`src/rtl/mips_ctrl_pkg.sv`:
```
// rtl/mips_ctrl_pkg.sv - shared encodings for the multicycle MIPS controller
package mips_ctrl_pkg;

  typedef enum logic [2:0] {
    ST_FETCH  = 3'd0,
    ST_DECODE = 3'd1,
    ST_EXEC   = 3'd2,
    ST_MEM    = 3'd3,
    ST_WB     = 3'd4
  } state_t;

  typedef enum logic [2:0] {
    CLS_RTYPE,
    CLS_IMM,
    CLS_LOAD,
    CLS_STORE,
    CLS_BRANCH,
    CLS_JUMP,
    CLS_ILLEGAL
  } instr_class_t;

  localparam logic [5:0] OP_RTYPE = 6'h00;
  localparam logic [5:0] OP_J     = 6'h02;
  localparam logic [5:0] OP_BEQ   = 6'h04;
  localparam logic [5:0] OP_BNE   = 6'h05;
  localparam logic [5:0] OP_ADDI  = 6'h08;
  localparam logic [5:0] OP_SLTI  = 6'h0A;
  localparam logic [5:0] OP_ANDI  = 6'h0C;
  localparam logic [5:0] OP_ORI   = 6'h0D;
  localparam logic [5:0] OP_LW    = 6'h23;
  localparam logic [5:0] OP_SW    = 6'h2B;

  localparam logic [2:0] ALU_ADD   = 3'b000;
  localparam logic [2:0] ALU_SUB   = 3'b001;
  localparam logic [2:0] ALU_AND   = 3'b010;
  localparam logic [2:0] ALU_OR    = 3'b011;
  localparam logic [2:0] ALU_SLT   = 3'b100;
  localparam logic [2:0] ALU_FUNCT = 3'b111;

  localparam logic [1:0] PC_SRC_SEQ    = 2'b00;
  localparam logic [1:0] PC_SRC_BRANCH = 2'b01;
  localparam logic [1:0] PC_SRC_JUMP   = 2'b10;

endpackage

```
`src/rtl/mips_multicycle_ctrl_if.sv`:
```
// rtl/mips_multicycle_ctrl_if.sv - controller <-> memory/datapath signal bundle
interface mips_multicycle_ctrl_if;

  logic [31:0] instruction;
  logic        mem_ready;
  logic        alu_zero;
  logic        signal_mem_read;
  logic        signal_mem_write;
  logic        signal_ir_write;
  logic        signal_pc_write;
  logic [1:0]  signal_pc_src;
  logic        signal_alu_src;
  logic [2:0]  alu_op;
  logic        signal_reg_write;
  logic [2:0]  write_reg;
  logic        signal_mem_to_reg;
  logic        signal_illegal;
  logic [2:0]  state;
  logic [31:0] instr_count;

  modport master (
    input  instruction, mem_ready, alu_zero,
    output signal_mem_read, signal_mem_write, signal_ir_write, signal_pc_write,
           signal_pc_src, signal_alu_src, alu_op, signal_reg_write, write_reg,
           signal_mem_to_reg, signal_illegal, state, instr_count
  );

  modport slave (
    output instruction, mem_ready, alu_zero,
    input  signal_mem_read, signal_mem_write, signal_ir_write, signal_pc_write,
           signal_pc_src, signal_alu_src, alu_op, signal_reg_write, write_reg,
           signal_mem_to_reg, signal_illegal, state, instr_count
  );

endinterface

```
`src/rtl/mips_ctrl_decode.sv`:
```
// rtl/mips_ctrl_decode.sv - combinational opcode classifier
module mips_ctrl_decode
  import mips_ctrl_pkg::*;
(
  input  logic [5:0]   opcode,
  output instr_class_t cls,
  output logic         dest_rd,
  output logic [2:0]   alu_op,
  output logic         alu_src,
  output logic         legal
);

  always_comb begin
    cls     = CLS_ILLEGAL;
    dest_rd = 1'b0;
    alu_op  = ALU_ADD;
    alu_src = 1'b1;
    case (opcode)
      OP_RTYPE: begin
        cls     = CLS_RTYPE;
        dest_rd = 1'b1;
        alu_op  = ALU_FUNCT;
        alu_src = 1'b0;
      end
      OP_J:           cls = CLS_JUMP;
      OP_BEQ, OP_BNE: begin
        cls     = CLS_BRANCH;
        alu_op  = ALU_SUB;
        alu_src = 1'b0;
      end
      OP_ADDI:        cls = CLS_IMM;
      OP_SLTI: begin
        cls    = CLS_IMM;
        alu_op = ALU_SLT;
      end
      OP_ANDI: begin
        cls    = CLS_IMM;
        alu_op = ALU_AND;
      end
      OP_ORI: begin
        cls    = CLS_IMM;
        alu_op = ALU_OR;
      end
      OP_LW:          cls = CLS_LOAD;
      OP_SW:          cls = CLS_STORE;
      default:        cls = CLS_ILLEGAL;
    endcase
  end

  assign legal = (cls != CLS_ILLEGAL);

endmodule

```
`src/rtl/mips_multicycle_ctrl.sv`:
```
// rtl/mips_multicycle_ctrl.sv - multicycle MIPS control FSM with IR and retired-instruction counter
module mips_multicycle_ctrl
  import mips_ctrl_pkg::*;
(
  input logic                    clk,
  input logic                    reset,
  mips_multicycle_ctrl_if.master bus
);

  state_t       state_q, state_d;
  logic [31:0]  ir_q;
  logic [31:0]  count_q;
  logic         count_inc;

  instr_class_t cls;
  logic         dest_rd, alu_src_dec, legal_op;
  logic [2:0]   alu_op_dec, dest;

  logic         mem_read, mem_write, ir_write, pc_write, alu_src;
  logic         reg_write, mem_to_reg, illegal;
  logic [1:0]   pc_src;
  logic [2:0]   alu_op, write_reg;

  logic         unused_ir_bits;
  assign unused_ir_bits = ^{ir_q[25:19], ir_q[15:14], ir_q[10:0]};

  mips_ctrl_decode u_decode (
    .opcode  (ir_q[31:26]),
    .cls     (cls),
    .dest_rd (dest_rd),
    .alu_op  (alu_op_dec),
    .alu_src (alu_src_dec),
    .legal   (legal_op)
  );

  assign dest = dest_rd ? ir_q[13:11] : ir_q[18:16];

  always_ff @(posedge clk) begin
    if (reset) begin
      state_q <= ST_FETCH;
      ir_q    <= '0;
      count_q <= '0;
    end else begin
      state_q <= state_d;
      if (ir_write)  ir_q    <= bus.instruction;
      if (count_inc) count_q <= count_q + 32'd1;
    end
  end

  always_comb begin
    state_d    = state_q;
    count_inc  = 1'b0;
    mem_read   = 1'b0;
    mem_write  = 1'b0;
    ir_write   = 1'b0;
    pc_write   = 1'b0;
    pc_src     = PC_SRC_SEQ;
    alu_src    = 1'b0;
    alu_op     = ALU_ADD;
    reg_write  = 1'b0;
    write_reg  = 3'd0;
    mem_to_reg = 1'b0;
    illegal    = 1'b0;
    case (state_q)
      ST_FETCH: begin
        mem_read = 1'b1;
        if (bus.mem_ready) begin
          ir_write = 1'b1;
          pc_write = 1'b1;
          state_d  = ST_DECODE;
        end
      end
      ST_DECODE: begin
        if (cls == CLS_JUMP) begin
          pc_write  = 1'b1;
          pc_src    = PC_SRC_JUMP;
          count_inc = 1'b1;
          state_d   = ST_FETCH;
        end else if (!legal_op) begin
          illegal = 1'b1;
          state_d = ST_FETCH;
        end else begin
          state_d = ST_EXEC;
        end
      end
      ST_EXEC: begin
        alu_op  = alu_op_dec;
        alu_src = alu_src_dec;
        case (cls)
          CLS_BRANCH: begin
            // beq takes on zero, bne takes on non-zero
            if (bus.alu_zero == (ir_q[31:26] == OP_BEQ)) begin
              pc_write = 1'b1;
              pc_src   = PC_SRC_BRANCH;
            end
            count_inc = 1'b1;
            state_d   = ST_FETCH;
          end
          CLS_LOAD, CLS_STORE: state_d = ST_MEM;
          default:             state_d = ST_WB;
        endcase
      end
      ST_MEM: begin
        alu_op    = alu_op_dec;
        mem_read  = (cls == CLS_LOAD);
        mem_write = (cls == CLS_STORE);
        if (bus.mem_ready) begin
          if (cls == CLS_STORE) begin
            count_inc = 1'b1;
            state_d   = ST_FETCH;
          end else begin
            state_d = ST_WB;
          end
        end
      end
      ST_WB: begin
        // alu_op stays valid so the ALU result feeding the write port is stable
        alu_op     = alu_op_dec;
        write_reg  = dest;
        reg_write  = (dest != 3'd0);
        mem_to_reg = (cls == CLS_LOAD);
        count_inc  = 1'b1;
        state_d    = ST_FETCH;
      end
      default: state_d = ST_FETCH;
    endcase
  end

  assign bus.signal_mem_read   = mem_read   & ~reset;
  assign bus.signal_mem_write  = mem_write  & ~reset;
  assign bus.signal_ir_write   = ir_write   & ~reset;
  assign bus.signal_pc_write   = pc_write   & ~reset;
  assign bus.signal_pc_src     = reset ? 2'd0 : pc_src;
  assign bus.signal_alu_src    = alu_src    & ~reset;
  assign bus.alu_op            = reset ? 3'd0 : alu_op;
  assign bus.signal_reg_write  = reg_write  & ~reset;
  assign bus.write_reg         = reset ? 3'd0 : write_reg;
  assign bus.signal_mem_to_reg = mem_to_reg & ~reset;
  assign bus.signal_illegal    = illegal    & ~reset;
  assign bus.state             = reset ? 3'd0 : state_q;
  assign bus.instr_count       = reset ? 32'd0 : count_q;

endmodule

```
`src/flat_wrapper.sv`:
```
// flat-port wrapper written by rule: the top's interface ports become plain ports
module mips_multicycle_ctrl_flat import mips_ctrl_pkg::*;
  (clk, reset, bus_instruction, bus_mem_ready, bus_alu_zero, bus_signal_mem_read, bus_signal_mem_write, bus_signal_ir_write, bus_signal_pc_write, bus_signal_pc_src, bus_signal_alu_src, bus_alu_op, bus_signal_reg_write, bus_write_reg, bus_signal_mem_to_reg, bus_signal_illegal, bus_state, bus_instr_count);
  mips_multicycle_ctrl_if bus_i ();
  input logic clk;
  input logic reset;
  input wire logic [$bits(bus_i.instruction)-1:0] bus_instruction;
  input wire logic [$bits(bus_i.mem_ready)-1:0] bus_mem_ready;
  input wire logic [$bits(bus_i.alu_zero)-1:0] bus_alu_zero;
  output wire logic [$bits(bus_i.signal_mem_read)-1:0] bus_signal_mem_read;
  output wire logic [$bits(bus_i.signal_mem_write)-1:0] bus_signal_mem_write;
  output wire logic [$bits(bus_i.signal_ir_write)-1:0] bus_signal_ir_write;
  output wire logic [$bits(bus_i.signal_pc_write)-1:0] bus_signal_pc_write;
  output wire logic [$bits(bus_i.signal_pc_src)-1:0] bus_signal_pc_src;
  output wire logic [$bits(bus_i.signal_alu_src)-1:0] bus_signal_alu_src;
  output wire logic [$bits(bus_i.alu_op)-1:0] bus_alu_op;
  output wire logic [$bits(bus_i.signal_reg_write)-1:0] bus_signal_reg_write;
  output wire logic [$bits(bus_i.write_reg)-1:0] bus_write_reg;
  output wire logic [$bits(bus_i.signal_mem_to_reg)-1:0] bus_signal_mem_to_reg;
  output wire logic [$bits(bus_i.signal_illegal)-1:0] bus_signal_illegal;
  output wire logic [$bits(bus_i.state)-1:0] bus_state;
  output wire logic [$bits(bus_i.instr_count)-1:0] bus_instr_count;
  assign bus_i.instruction = bus_instruction;
  assign bus_i.mem_ready = bus_mem_ready;
  assign bus_i.alu_zero = bus_alu_zero;
  assign bus_signal_mem_read = bus_i.signal_mem_read;
  assign bus_signal_mem_write = bus_i.signal_mem_write;
  assign bus_signal_ir_write = bus_i.signal_ir_write;
  assign bus_signal_pc_write = bus_i.signal_pc_write;
  assign bus_signal_pc_src = bus_i.signal_pc_src;
  assign bus_signal_alu_src = bus_i.signal_alu_src;
  assign bus_alu_op = bus_i.alu_op;
  assign bus_signal_reg_write = bus_i.signal_reg_write;
  assign bus_write_reg = bus_i.write_reg;
  assign bus_signal_mem_to_reg = bus_i.signal_mem_to_reg;
  assign bus_signal_illegal = bus_i.signal_illegal;
  assign bus_state = bus_i.state;
  assign bus_instr_count = bus_i.instr_count;
  mips_multicycle_ctrl u_core (.clk(clk), .reset(reset), .bus(bus_i));
endmodule
```
`config.mk`:
```
export PLATFORM = sky130hd
export DESIGN_NAME = mips_multicycle_ctrl_flat
export DESIGN_NICKNAME = d
export VERILOG_FILES = /design/src/rtl/mips_ctrl_pkg.sv /design/src/rtl/mips_multicycle_ctrl_if.sv /design/src/rtl/mips_ctrl_decode.sv /design/src/rtl/mips_multicycle_ctrl.sv /design/src/flat_wrapper.sv
export SDC_FILE = /design/constraint.sdc
export NUM_CORES = 1
export LEC_CHECK = 0
export CAP_MARGIN = 20
export CORE_ASPECT_RATIO = 1.5
export CORE_MARGIN = 4
export CORE_UTILIZATION = 25
export CTS_CLUSTER_SIZE = 12
export DETAILED_ROUTE_END_ITERATION = 12
export GPL_ROUTABILITY_DRIVEN = 0
export GPL_TIMING_DRIVEN = 0
export HOLD_SLACK_MARGIN = 0.05
export SKIP_CTS_REPAIR_TIMING = 1
export SYNTH_ARGS = -nofsm -noshare
export SYNTH_HDL_FRONTEND = slang
export SYNTH_SLANG_ARGS = --single-unit
```
`constraint.sdc`:
```
create_clock -name clk -period 5.4 [get_ports clk]
set_input_delay 1.08 -clock clk [delete_from_list [all_inputs] [get_ports clk]]
set_output_delay 1.08 -clock clk [all_outputs]
set_load 0.05 [all_outputs]
```
==> results of run 1 <==
==> registers in the layout, summed over array words and instances, names as in the netlist <==
name and count:
u_core.count_q 32, u_core.state_q 3, u_core.ir_q 12
==> where the power goes <==
group          total (uW)  internal, uW  switching, uW
combinational         120          44.1           76.0
sequential            359           355           4.74
clock                 300           171            129
==> kinds of logic (layout without fill, tap and decap cells) <==
logic type      after synthesis  in the layout
fa+ha+maj                     1              1
buf+inv                      29            103
xor+xnor                      5              5
mux                          27             27
flops                        47             47
simple gates                199            199
compound gates               42             42
==> stage by stage <==
step	setup WS [ns]	hold WS, ns	total power (uW)
CTS	0.0344	0.463	789
floorplan	0.973	0.436	446
detailed placement	0.0470	0.454	487
finish	0.300	0.462	780
global route	0.0782	0.475	814
global placement	0.0539	0.446	485
==> worst max-delay path: cells and delay by family <==
family / cells / cell delay (ns)
and+or+nand+nor: 1 / 0.10
buffers and inverters: 6 / 2.84
==> routing by layer <==
| layer | vias to the layer above | wire length, um | share of wire |
|---|---|---|---|
| li1 | 1382 | - | - |
| met1 | 1293 | 3210 | 0.39 |
| met2 | 84 | 4390 | 0.53 |
| met3 | 18 | 431 | 0.052 |
| met4 | 0 | 229 | 0.028 |
| met5 | - | 0 | 0 |
==> layout by cell type (no fill, tap or decap), types with 2 or more instances in the layout <==
master,n
xnor2_1,3
nand3_1,9
nand3b_1,2
nor2b_1,32
clkbuf_16,5
nor2_1,47
or4_1,7
nand2_1,41
clkbuf_1,17
inv_1,6
and3_1,6
nor3_2,2
nand2b_1,3
clkdlybuf4s50_1,66
dfxtp_1,47
nor4b_1,2
and4_1,5
nor3_1,11
a21oi_1,23
buf_2,4
o31ai_1,4
nor4_1,6
mux2_1,22
mux2i_1,5
and2_1,2
or3_1,4
a211oi_1,2
xor2_1,2
nand4_1,14
o21ai_0,2
==> worst max path at each step <==
stage,from,to,slack [ns],cells past startpoint
finish,reset,bus_instr_count[31],0.30,7
CTS,reset,bus_instr_count[31],0.03,7
global placement,reset,bus_instr_count[31],0.05,7
detailed placement,reset,bus_instr_count[31],0.05,7
global route,reset,bus_signal_ir_write,0.08,7
floorplan,reset,bus_signal_illegal,0.97,4
==> final cells by class <==
| cell class | instances | area (sq um) |
|---|---|---|
| fillers | 1099 | 6920 |
| multi-input cells | 274 | 1680 |
| flip-flops and latches | 47 | 941 |
| repair buffers | 66 | 661 |
| well taps | 144 | 180 |
| clock buffers | 7 | 133 |
| plain buffers | 23 | 104 |
| inverters | 6 | 22.5 |
| clock inverters | 1 | 5.00 |
==> reports/results.tsv, run 1 <==
metric	value	unit
rows	46	
met1_usage	0.129	
io_pins	87	
clkTransAtPathRegs	0.06	ns
dr.pass1.iters	4	
cts_tree	yes	
tightest_slew	0.740	ns
path_class	in -> out	
wl_per_cell	14.5	um
reg2reg_to	u_core.count_q[24]	
synth_fa_ha_area_frac	0.00455	
muxShareOfSynthArea	0.108	
grt_pass1_wl	13.3	mm
antenna_found_initial	0	
r2r_cells	6	
rsz0062_at_grt	false	
worst_path_max_delay_cell	clkdlybuf4s50_1	
clkLatencyLatePin	0.29	ns
grt_max_degree	14	
worstPathMaxFanout	10	
async_flop_share	0	
synth-simple-area-share	0.384	
seq_area_frac_synth	0.342	
hold_path_end	u_core.ir_q[17]	
use_met2	0.253	
dpl_cell_area	0.00359	sq mm
fin_util	0.350	
drv_cap	0	
route.vias.total	2777	
synth_top_family_by_area	simple AND/OR/NAND/NOR gates	
post-dp-hpwl	6.50	mm
overflow	0	
coreArea	0.0106	sq mm
synth_xor_area_frac	0.0159	
grt_usage	0.132	
required	4.32	ns
die_width	93.6	um
drc	0	
synthDistinctLibCells	49	
syn_inst	350	
avgViaCountPerCell	4.89	
cts_buffers	5	
whs_path_depth	2	
wl	8.26	mm
die-area	0.0128	sq mm
rr_startpoint	u_core.state_q[0]	
synth_nets	387	
dp.cells	560	
synth_top_area_share	0.342	
cts.sinks	47	
final_layout_size_suffix_gt1_frac	0.0519	
ys_top_cells_by_area	dfxtp_1 34%, mux2_1 9.0%, nor2b_1 7.3%	
synth_common_cells	47 x dfxtp_1, 47 x nor2_1, 41 x nand2_1	
fin_area	0.00373	sq mm
yosysWarningCount	0	
synth-compound-area-share	0.100	
n_antenna_cell	0	
slowest_delay	0.71	ns
cts_max_level	2	
grt.busiest_layer	met2	
status	finished, final reports clean	
cts_max_path_buffers	2	
synth_area	0.00275	sq mm
critPathLaunchType	input pin	
fmax	196	MHz
grt_pass1_vias	2829	
rrSetupSlack	2.96	ns
setup_viol	0	
avgSynthCellArea	7.86	sq um
io_buffers	66	
timing.final.max_slew_violations	0	
initial_utilization	0.258	
finalNetCount	460	
drt_iter0_drc	96	
grt_util_met3	0.0371	
critPathMostFrequentCell	clkbuf_1	
vdd_drop_max	151	uV
critPathCaptureType	output port	
synth_area_leader_cell	dfxtp_1	
crit_path_cell_trace	clkdlybuf4s50_1 -> clkbuf_1 -> clkbuf_1 -> clkbuf_1 -> clkbuf_2 -> nor2_1 -> clkdlybuf4s50_1	
finClkSkew	0.00670	ns
fin_crit	5.10	ns
period_share	0.944	
clockRootBuffer	clkbuf_16	
cp_data_arrival_time	4.02	ns
tns	0	ns
p_per_area	209	mW/mm^2
ys.flop_type	dfxtp_1	
ys_seq_elements	47	
hp-start	u_core.ir_q[17]	
hold_viol	0	
hold_path.class	reg -> reg	
synth-edff-count	0	
postRouteAntennaNets	0	
finalNonFillerCells	568	
die_h	136	um
leakage	0.00132	uW
maxSlewHeadroom	0.504	
syn2layout_area_growth	35.6	%
Note: power is estimated with default switching activity, not from simulation.
==> run 2, diff against run 1 <==
--- a/config.mk
+++ b/config.mk
@@ -14,6 +14,7 @@
 export GPL_ROUTABILITY_DRIVEN = 0
 export GPL_TIMING_DRIVEN = 0
 export HOLD_SLACK_MARGIN = 0.05
+export SETUP_SLACK_MARGIN = 0.2
 export SKIP_CTS_REPAIR_TIMING = 1
 export SYNTH_ARGS = -nofsm -noshare
 export SYNTH_HDL_FRONTEND = slang
==> run 2 against run 1 <==
Compared with the run above: clock power barely moved; count of clock-buffer cells in the layout did not move; global-route usage did not move; power barely moved; sequential share of layout area barely moved; first-iteration DRC count fell by 1.0%; clock skew barely moved; combinational power barely moved; via count rose by 0.43%; register-to-register slack barely moved; critical path type unchanged; largest cell class unchanged; highest routed layer unchanged.
==> reports/results.tsv, run 2 (synthesis gave the netlist of run 1 again) <==
metric	value	unit
met1_usage	0.129	
cp_top_family	buffers and inverters	
cts_tree	yes	
die-area	0.0128	sq mm
drc	0	
multi_input_area	0.00168	sq mm
whs	0.462	ns
grt.busiest_layer	met2	
clkTransAtPathRegs	0.06	ns
cts.sinks	47	
fmax	202	MHz
cp_data_arrival_time	3.87	ns
grt_usage	0.132	
sw_frac_of_total	0.269	
regArea	941	sq um
wl	8.30	mm
coreArea	0.0106	sq mm
finalNetCount	460	
final_cell_mix	66 x clkdlybuf4s50_1, 47 x nor2_1, 47 x dfxtp_1, 41 x nand2_1, 32 x nor2b_1	
p_comb_frac	0.154	
syn2layout_area_growth	35.7	%
top_register	u_core.count_q	
use_met2	0.253	
hold_viol	0	
hold_path.class	reg -> reg	
io_pins	87	
tightest_slew	0.739	ns
dr.pass1.iters	4	
cts_buffers	5	
fin_ws	0.452	ns
timing.final.max_slew_violations	0	
preCtsSetupSlack	0.0470	ns
finalNonFillerCells	568	
die_h	136	um
layout_commonest_cell	clkdlybuf4s50_1	
fin_area	0.00373	sq mm
n_antenna_cell	0	
clkLatencyLatePin	0.29	ns
largest_reg_flops	32	
p_clk_frac	0.385	
initial_utilization	0.258	
drt_iter0_drc	95	
p_int	570	uW
drv_cap	0	
startpoint	reset	
crit_path_cell_trace	clkdlybuf4s50_1 -> clkbuf_1 -> clkbuf_1 -> clkbuf_2 -> clkbuf_2 -> nor2_1 -> clkdlybuf4s50_1	
tns	0	ns
finClkSkew	0.00647	ns
path_class	in -> out	
clockRootBuffer	clkbuf_16	
wl_per_cell	14.6	um
final_layout_size_suffix_gt1_frac	0.0542	
setup_viol	0	
avgViaCountPerCell	4.91	
hp-start	u_core.ir_q[17]	
p_seq_frac	0.461	
dp.cells	560	
post-dp-hpwl	6.50	mm
required	4.32	ns
critPathLaunchType	input pin	
worstPathMaxFanout	10	
rr_startpoint	u_core.state_q[0]	
slowest_delay	0.71	ns
vdd_drop_max	150	uV
grt_max_degree	14	
status	finished, final reports clean	
grt_pass1_vias	2829	
top_regs	u_core.count_q (32), u_core.ir_q (12), u_core.state_q (3)	
overflow	0	
antenna_found_initial	0	
dpl_cell_area	0.00359	sq mm
critPathCaptureType	output port	
io_buffers	66	
grt_util_met3	0.0371	
p_sw	210	uW
grt_pass1_wl	13.3	mm
path_buf_inv	6	
p_per_area	209	mW/mm^2
leakage	0.00132	uW
postRouteAntennaNets	0	
route.vias.total	2789	
cts_max_path_buffers	2	
period_share	0.916	
die_width	93.6	um
cts_max_level	2	
fin_crit	4.95	ns
rsz0062_at_grt	false	
worst_path_max_delay_cell	clkdlybuf4s50_1	
rows	46	
maxSlewHeadroom	0.505	
nFillCells	1098	
[run 2: cell counts in the layout (fill, tap and decap cells not counted)]
No cell type changed its count.
[run 2: path summary, 6_finish.rpt]
| path | end | slack [ns] | cells after the start |
|---|---|---|---|
| max | bus_instr_count[31] | 0.45 | 7 |
| min | u_core.ir_q[17] | 0.46 | 2 |
| max reg2reg | u_core.count_q[24] | 2.96 | 6 |
| min reg2reg | u_core.ir_q[17] | 0.46 | 2 |
[run 2: cell type report]
| class | count | area share |
|---|---|---|
| multi-input combinational | 274 | 0.451 |
| buffer | 23 | 0.0282 |
| inverter | 6 | 0.00604 |
| tap | 144 | 0.0483 |
| sequential | 47 | 0.252 |
| clock buffer | 7 | 0.0355 |
| clock inverter | 1 | 0.00134 |
| timing repair buffer | 66 | 0.177 |
[run 2: per-stage QoR]
stage | util | power, uW
2_1_floorplan | - | 446
3_5_place_dp | 0.337 | 487
4_1_cts | 0.350 | 789
6_report | 0.350 | 780
3_3_place_gp | 0.337 | 485
5_1_grt | 0.350 | 814
[run 2: routing by layer]
| layer | wire length, um | vias up |
|---|---|---|
| met5 | 0 | - |
| met4 | 216 | 0 |
| met3 | 486 | 16 |
| met2 | 4400 | 104 |
| met1 | 3190 | 1289 |
| li1 | - | 1380 |
[run 2: tightest hold or removal path: stages (launching register included)]
cell	delay [ns]
dfxtp_1	0.31
nand2_1	0.05
a21oi_1	0.06
[run 2: power by group through the flow]
stage | Combinational (uW) | Sequential, uW | Clock, uW
3_3_place_gp | 118 | 367 | 0
3_5_place_dp | 120 | 367 | 0
2_1_floorplan | 80.4 | 366 | 0
5_1_grt | 132 | 360 | 322
6_report | 120 | 359 | 300
4_1_cts | 121 | 359 | 309
==> run 3, diff against run 2 <==
--- a/config.mk
+++ b/config.mk
@@ -14,8 +14,10 @@
 export GPL_ROUTABILITY_DRIVEN = 0
 export GPL_TIMING_DRIVEN = 0
 export HOLD_SLACK_MARGIN = 0.05
+export MAX_ROUTING_LAYER = met4
 export SETUP_SLACK_MARGIN = 0.2
 export SKIP_CTS_REPAIR_TIMING = 1
 export SYNTH_ARGS = -nofsm -noshare
 export SYNTH_HDL_FRONTEND = slang
+export SYNTH_HIERARCHICAL = 1
 export SYNTH_SLANG_ARGS = --single-unit
==> run 3 against run 2 <==
Compared with the run above: count of clock-buffer cells in the layout grew 1; register-to-register slack worse by 0.54 ns; cell area is 6.7% higher; via count rose by 6.0%; largest cell class unchanged; largest power group unchanged.
==> reports/results.tsv, run 3 <==
metric	value	unit
cts_max_level	2	
wl	8.91	mm
worst_path_max_delay_cell	clkdlybuf4s50_1	
wl_met3	313	um
vdd_drop_max	146	uV
synthDistinctLibCells	63	
cts_buffers	5	
rrSetupSlack	2.42	ns
async_flop_share	0	
n_antenna_cell	0	
rr_startpoint	u_core/ir_q[26]	
grt_max_degree	14	
hold_path.class	reg -> reg	
period_share	0.856	
io_pins	87	
highest-signal-layer	met4	
regArea	941	sq um
setup_viol	0	
coreArea	0.0116	sq mm
top_regs	u_core/count_q (32), u_core/ir_q (12), u_core/state_q (3)	
tns	0	ns
path_class	in -> out	
drv_cap	0	
grt_usage	0.134	
tightest_slew	0.560	ns
fin_crit	4.62	ns
required	4.32	ns
clockRootBuffer	clkbuf_16	
die-area	0.0137	sq mm
grt_pass1_wl	14.7	mm
status	finished, final reports clean	
overflow	0	
cts_tree	yes	
clkTransAtPathRegs	0.06	ns
ys_top_cells_by_area	dfxtp_1 32%, nor2b_1 6.7%, nand2_1 5.3%	
synth_common_cells	47 x dfxtp_1, 42 x nand2_1, 38 x nor2_1	
largest_reg_flops	32	
synth-edff-count	0	
nFillCells	1222	
timing.final.max_slew_violations	0	
whs	0.476	ns
cts.sinks	47	
leakage	0.00131	uW
reg2reg_to	u_core/count_q[21]	
synth_nets	408	
avgSynthCellArea	8.02	sq um
p_per_area	217	mW/mm^2
whs_path_depth	2	
r2r_cells	9	
yosysMostFrequentCell	dfxtp_1	
route.vias.total	2957	
finClkSkew	0.00712	ns
grt_pass1_vias	2962	
synth_top_area_share	0.316	
met1_length	3.71	mm
syn_inst	371	
finalNetCount	481	
die_h	142	um
critPathCaptureType	output port	
layout_commonest_cell	clkdlybuf4s50_1	
top_register	u_core/count_q	
final_layout_size_suffix_gt1_frac	0.0876	
antenna_found_initial	0	
path_buf_inv	5	
multi_input_area	0.00187	sq mm
crit_path_cell_trace	clkdlybuf4s50_1 -> clkbuf_1 -> buf_6 -> clkbuf_1 -> nor2_1 -> clkdlybuf4s50_1	
syn2layout_area_growth	33.8	%
wl_per_cell	15.0	um
cp_top_family	buffers and inverters	
wl_met2	4.60	mm
ys_seq_elements	47	
maxSlewHeadroom	0.627	
worstPathMaxFanout	10	
die_width	97.1	um
drt_iter0_drc	139	
fmax	216	MHz
synth_area	0.00298	sq mm
initial_utilization	0.257	
cts_max_path_buffers	2	
postRouteAntennaNets	0	
ys.flop_type	dfxtp_1	
hold_path_end	u_core/ir_q[17]	
avgViaCountPerCell	4.97	
hold_viol	0	
dp.cells	587	
post-dp-hpwl	6.75	mm
synth_area_leader_cell	dfxtp_1	
clkLatencyLatePin	0.29	ns
yosysWarningCount	6	
finalNonFillerCells	595	
dr.pass1.iters	4	
seq_area_frac_synth	0.316	
rows	48	
final_cell_mix	66 x clkdlybuf4s50_1, 47 x dfxtp_1, 42 x nand2_1, 38 x nor2_1, 32 x nor2b_1	
cp_data_arrival_time	3.54	ns
slowest_delay	0.72	ns
io_buffers	66	
rsz0062_at_grt	false	
critPathLaunchType	input pin	
hp-start	u_core/ir_q[17]	
drc	0	
==> run 3: kinds of logic (layout without fill, tap and decap cells) <==
| logic type | count (synthesis) | in the layout | share of synthesized area |
|---|---|---|---|
| flops | 47 | 47 | 0.316 |
| buf+inv | 28 | 102 | 0.0542 |
| compound gates | 73 | 73 | 0.170 |
| fa+ha+maj | 1 | 1 | 0.00420 |
| xor+xnor | 14 | 14 | 0.0412 |
| simple gates | 198 | 198 | 0.378 |
| mux | 10 | 10 | 0.0357 |
==> run 3: final cells by class <==
type / count / share of cell area
multi-input cells: 296 / 0.471
flip-flops and latches: 47 / 0.236
clock buffers: 8 / 0.0393
inverters: 7 / 0.00660
repair buffers: 66 / 0.166
plain buffers: 21 / 0.0340
well taps: 150 / 0.0472
==> run 3: how the worst max path moves through the flow <==
stage	to	slack (ns)	startpoint	cells past startpoint
5_1_grt	bus_signal_ir_write	0.63	reset	6
2_1_floorplan	bus_signal_reg_write	1.05	reset	3
3_3_place_gp	bus_signal_ir_write	0.68	reset	6
3_5_place_dp	bus_signal_ir_write	0.72	reset	6
6_report	bus_signal_ir_write	0.78	reset	6
4_1_cts	bus_signal_ir_write	0.72	reset	6
==> run 3: tightest hold or removal path, stage by stage, from the launching register on <==
cell and delay [ns]:
dfxtp_1 0.32, nand2_1 0.06, a21oi_1 0.05
==> run 3: stage by stage <==
step / power (uW) / worst slack, ns / util / area (sq um)
3_3_place_gp: 543 / 0.675 / 0.330 / 3820
3_5_place_dp: 545 / 0.723 / 0.330 / 3820
6_report: 862 / 0.778 / 0.343 / 3980
2_1_floorplan: 494 / 1.05 / - / 2980
5_1_grt: 901 / 0.634 / 0.343 / 3980
4_1_cts: 873 / 0.717 / 0.343 / 3980
==> run 3: layer usage <==
layer | vias up | global-route usage
met1 | 1400 | 0.152
met2 | 85 | 0.237
met5 | - | -
li1 | 1456 | -
met4 | 0 | 0.0636
met3 | 16 | 0.0152
==> run 3: where the power goes <==
part	switching (uW)	internal [uW]
registers	12.3	356
logic	101	68.7
clock network	127	197
==> edit (config.mk and constraints of run 2) <==
Reset style: asynchronous (`reset`), changed in one clocked block.
--- a/src/rtl/mips_multicycle_ctrl.sv
+++ b/src/rtl/mips_multicycle_ctrl.sv
@@ -35,7 +35,7 @@
 
   assign dest = dest_rd ? ir_q[13:11] : ir_q[18:16];
 
-  always_ff @(posedge clk) begin
+  always_ff @(posedge clk or posedge reset) begin
     if (reset) begin
       state_q <= ST_FETCH;
       ir_q    <= '0;
Function: no difference found for any inputs over 10 cycles, from zero or initial values and one cycle with reset high; that may be too few to reach the edited logic, so the function may still have changed.
==> edit against run 2 <==
- via count shrank 17%
- register-to-register slack gained 0.39 ns
- first-iteration DRC count down 31%
- global-route usage decreased by 1.2 points
- synthesized area shrank 0.77%
- worst setup slack improved by 0.17 ns
- die area is 0.71% lower
- non-clock buffer count decreased by 4
- routed wire length down 11%
- sequential cell count is the same
- design area up 0.57%
- critical endpoint is now bus_alu_op[2]
Power is not compared: it rests on default switching activity, and its combinational part moved more than twofold at a synthesized area within 25%.
==> edit: results (changes against run 2) <==
Layout cell share with drive strength beyond 1 - 11.4% (was 5.42%)
Pre-CTS setup slack - 0.554 ns (was 0.0470 ns)
Max-slew headroom - 56.7% (was 50.5%)
Ys async rst share - 100% (was 0%)
Hold Path Stages - 1 (was 2)
Hold Path Origin - u_core.count_q[11]$_DFFE_PP0P_ (was u_core.ir_q[17]$_SDFFE_PP0P_)
Crit-path max FO - 23 (was 10)
Met2 Use GR - 21.7% (was 25.3%)
Mean number of vias per cell - 4.66 (was 4.91)
Wl on met1 - 3.08 mm (was 3.19 mm)
Post-synthesis mux area share - 6.46% (was 10.8%)
Sequential-to-total area share from yosys stat - 43.1% (was 34.2%)
Largest net degree at the start of global routing - 28 (was 14)
Inst Count DP - 487 (was 560)
Cell Area, Placed - 3600 um^2 (was 3590 um^2)
Status - finished, final reports clean (unchanged)
Worst R2R Start - u_core.state_q[0]$_DFFE_PP0P_ (was u_core.state_q[0]$_SDFFE_PP0P_)
WHS Endpoint - u_core.count_q[11]$_DFFE_PP0P_ (was u_core.ir_q[17]$_SDFFE_PP0P_)
Synth cell types - 42 (was 49)
Adder-cell share of the synthesized area - 0.459% (was 0.455%)
Top cells by area, synth - dfrtp_1 (43%), xnor2_1 (9.3%), nor2b_1 (7.6%), nand4_1 (4.4%), mux2_2 (3.7%) (was dfxtp_1 (34%), mux2_1 (9.0%), nor2b_1 (7.3%), nor2_1 (6.4%), nand2_1 (5.6%))
Syn Inst Count - 276 (was 350)
Reg-to-Reg End - u_core.ir_q[26]$_DFFE_PP0P_ (was u_core.count_q[24]$_SDFFE_PP0P_)
Critical path's largest stage delay - 0.86 ns (was 0.71 ns)
Final Skew - 0.00408 ns (was 0.00647 ns)
Met2 WL post-DR - 3.87 mm (was 4.40 mm)
First-pass GRT wire length - 12.0 mm (was 13.3 mm)
Per-cell routed wire length - 15.0 um (was 14.6 um)
## edit: cell count changes after synthesis, sizes merged, moves of 9 or more
cell	before	now
mux2	22	13
dfrtp	0	47
nor2	47	17
dfxtp	47	0
xnor2	3	29
clkbuf	15	5
a21oi	23	6
nand2	41	11
nand3	9	19
## edit: worst max-delay path by stage
stage,slack [ns],to,from,cells after the start
floorplan,0.56,bus_alu_op[0],reset,4
global placement,-0.67,bus_alu_op[2],reset,6
detailed placement,0.55,bus_alu_op[2],reset,6
CTS,0.55,bus_alu_op[2],reset,6
global route,0.37,bus_alu_op[2],reset,6
finish,0.63,bus_alu_op[2],reset,6
## edit: final cells by class
cell class | instances | area (um^2)
Buffer | 18 | 104
Timing Repair Buffer | 67 | 681
Clock buffer | 8 | 156
Tap cell | 144 | 180
Fill cell | 1087 | 6900
Inverter | 5 | 18.8
Sequential cell | 47 | 1180
Multi-Input combinational cell | 206 | 1440
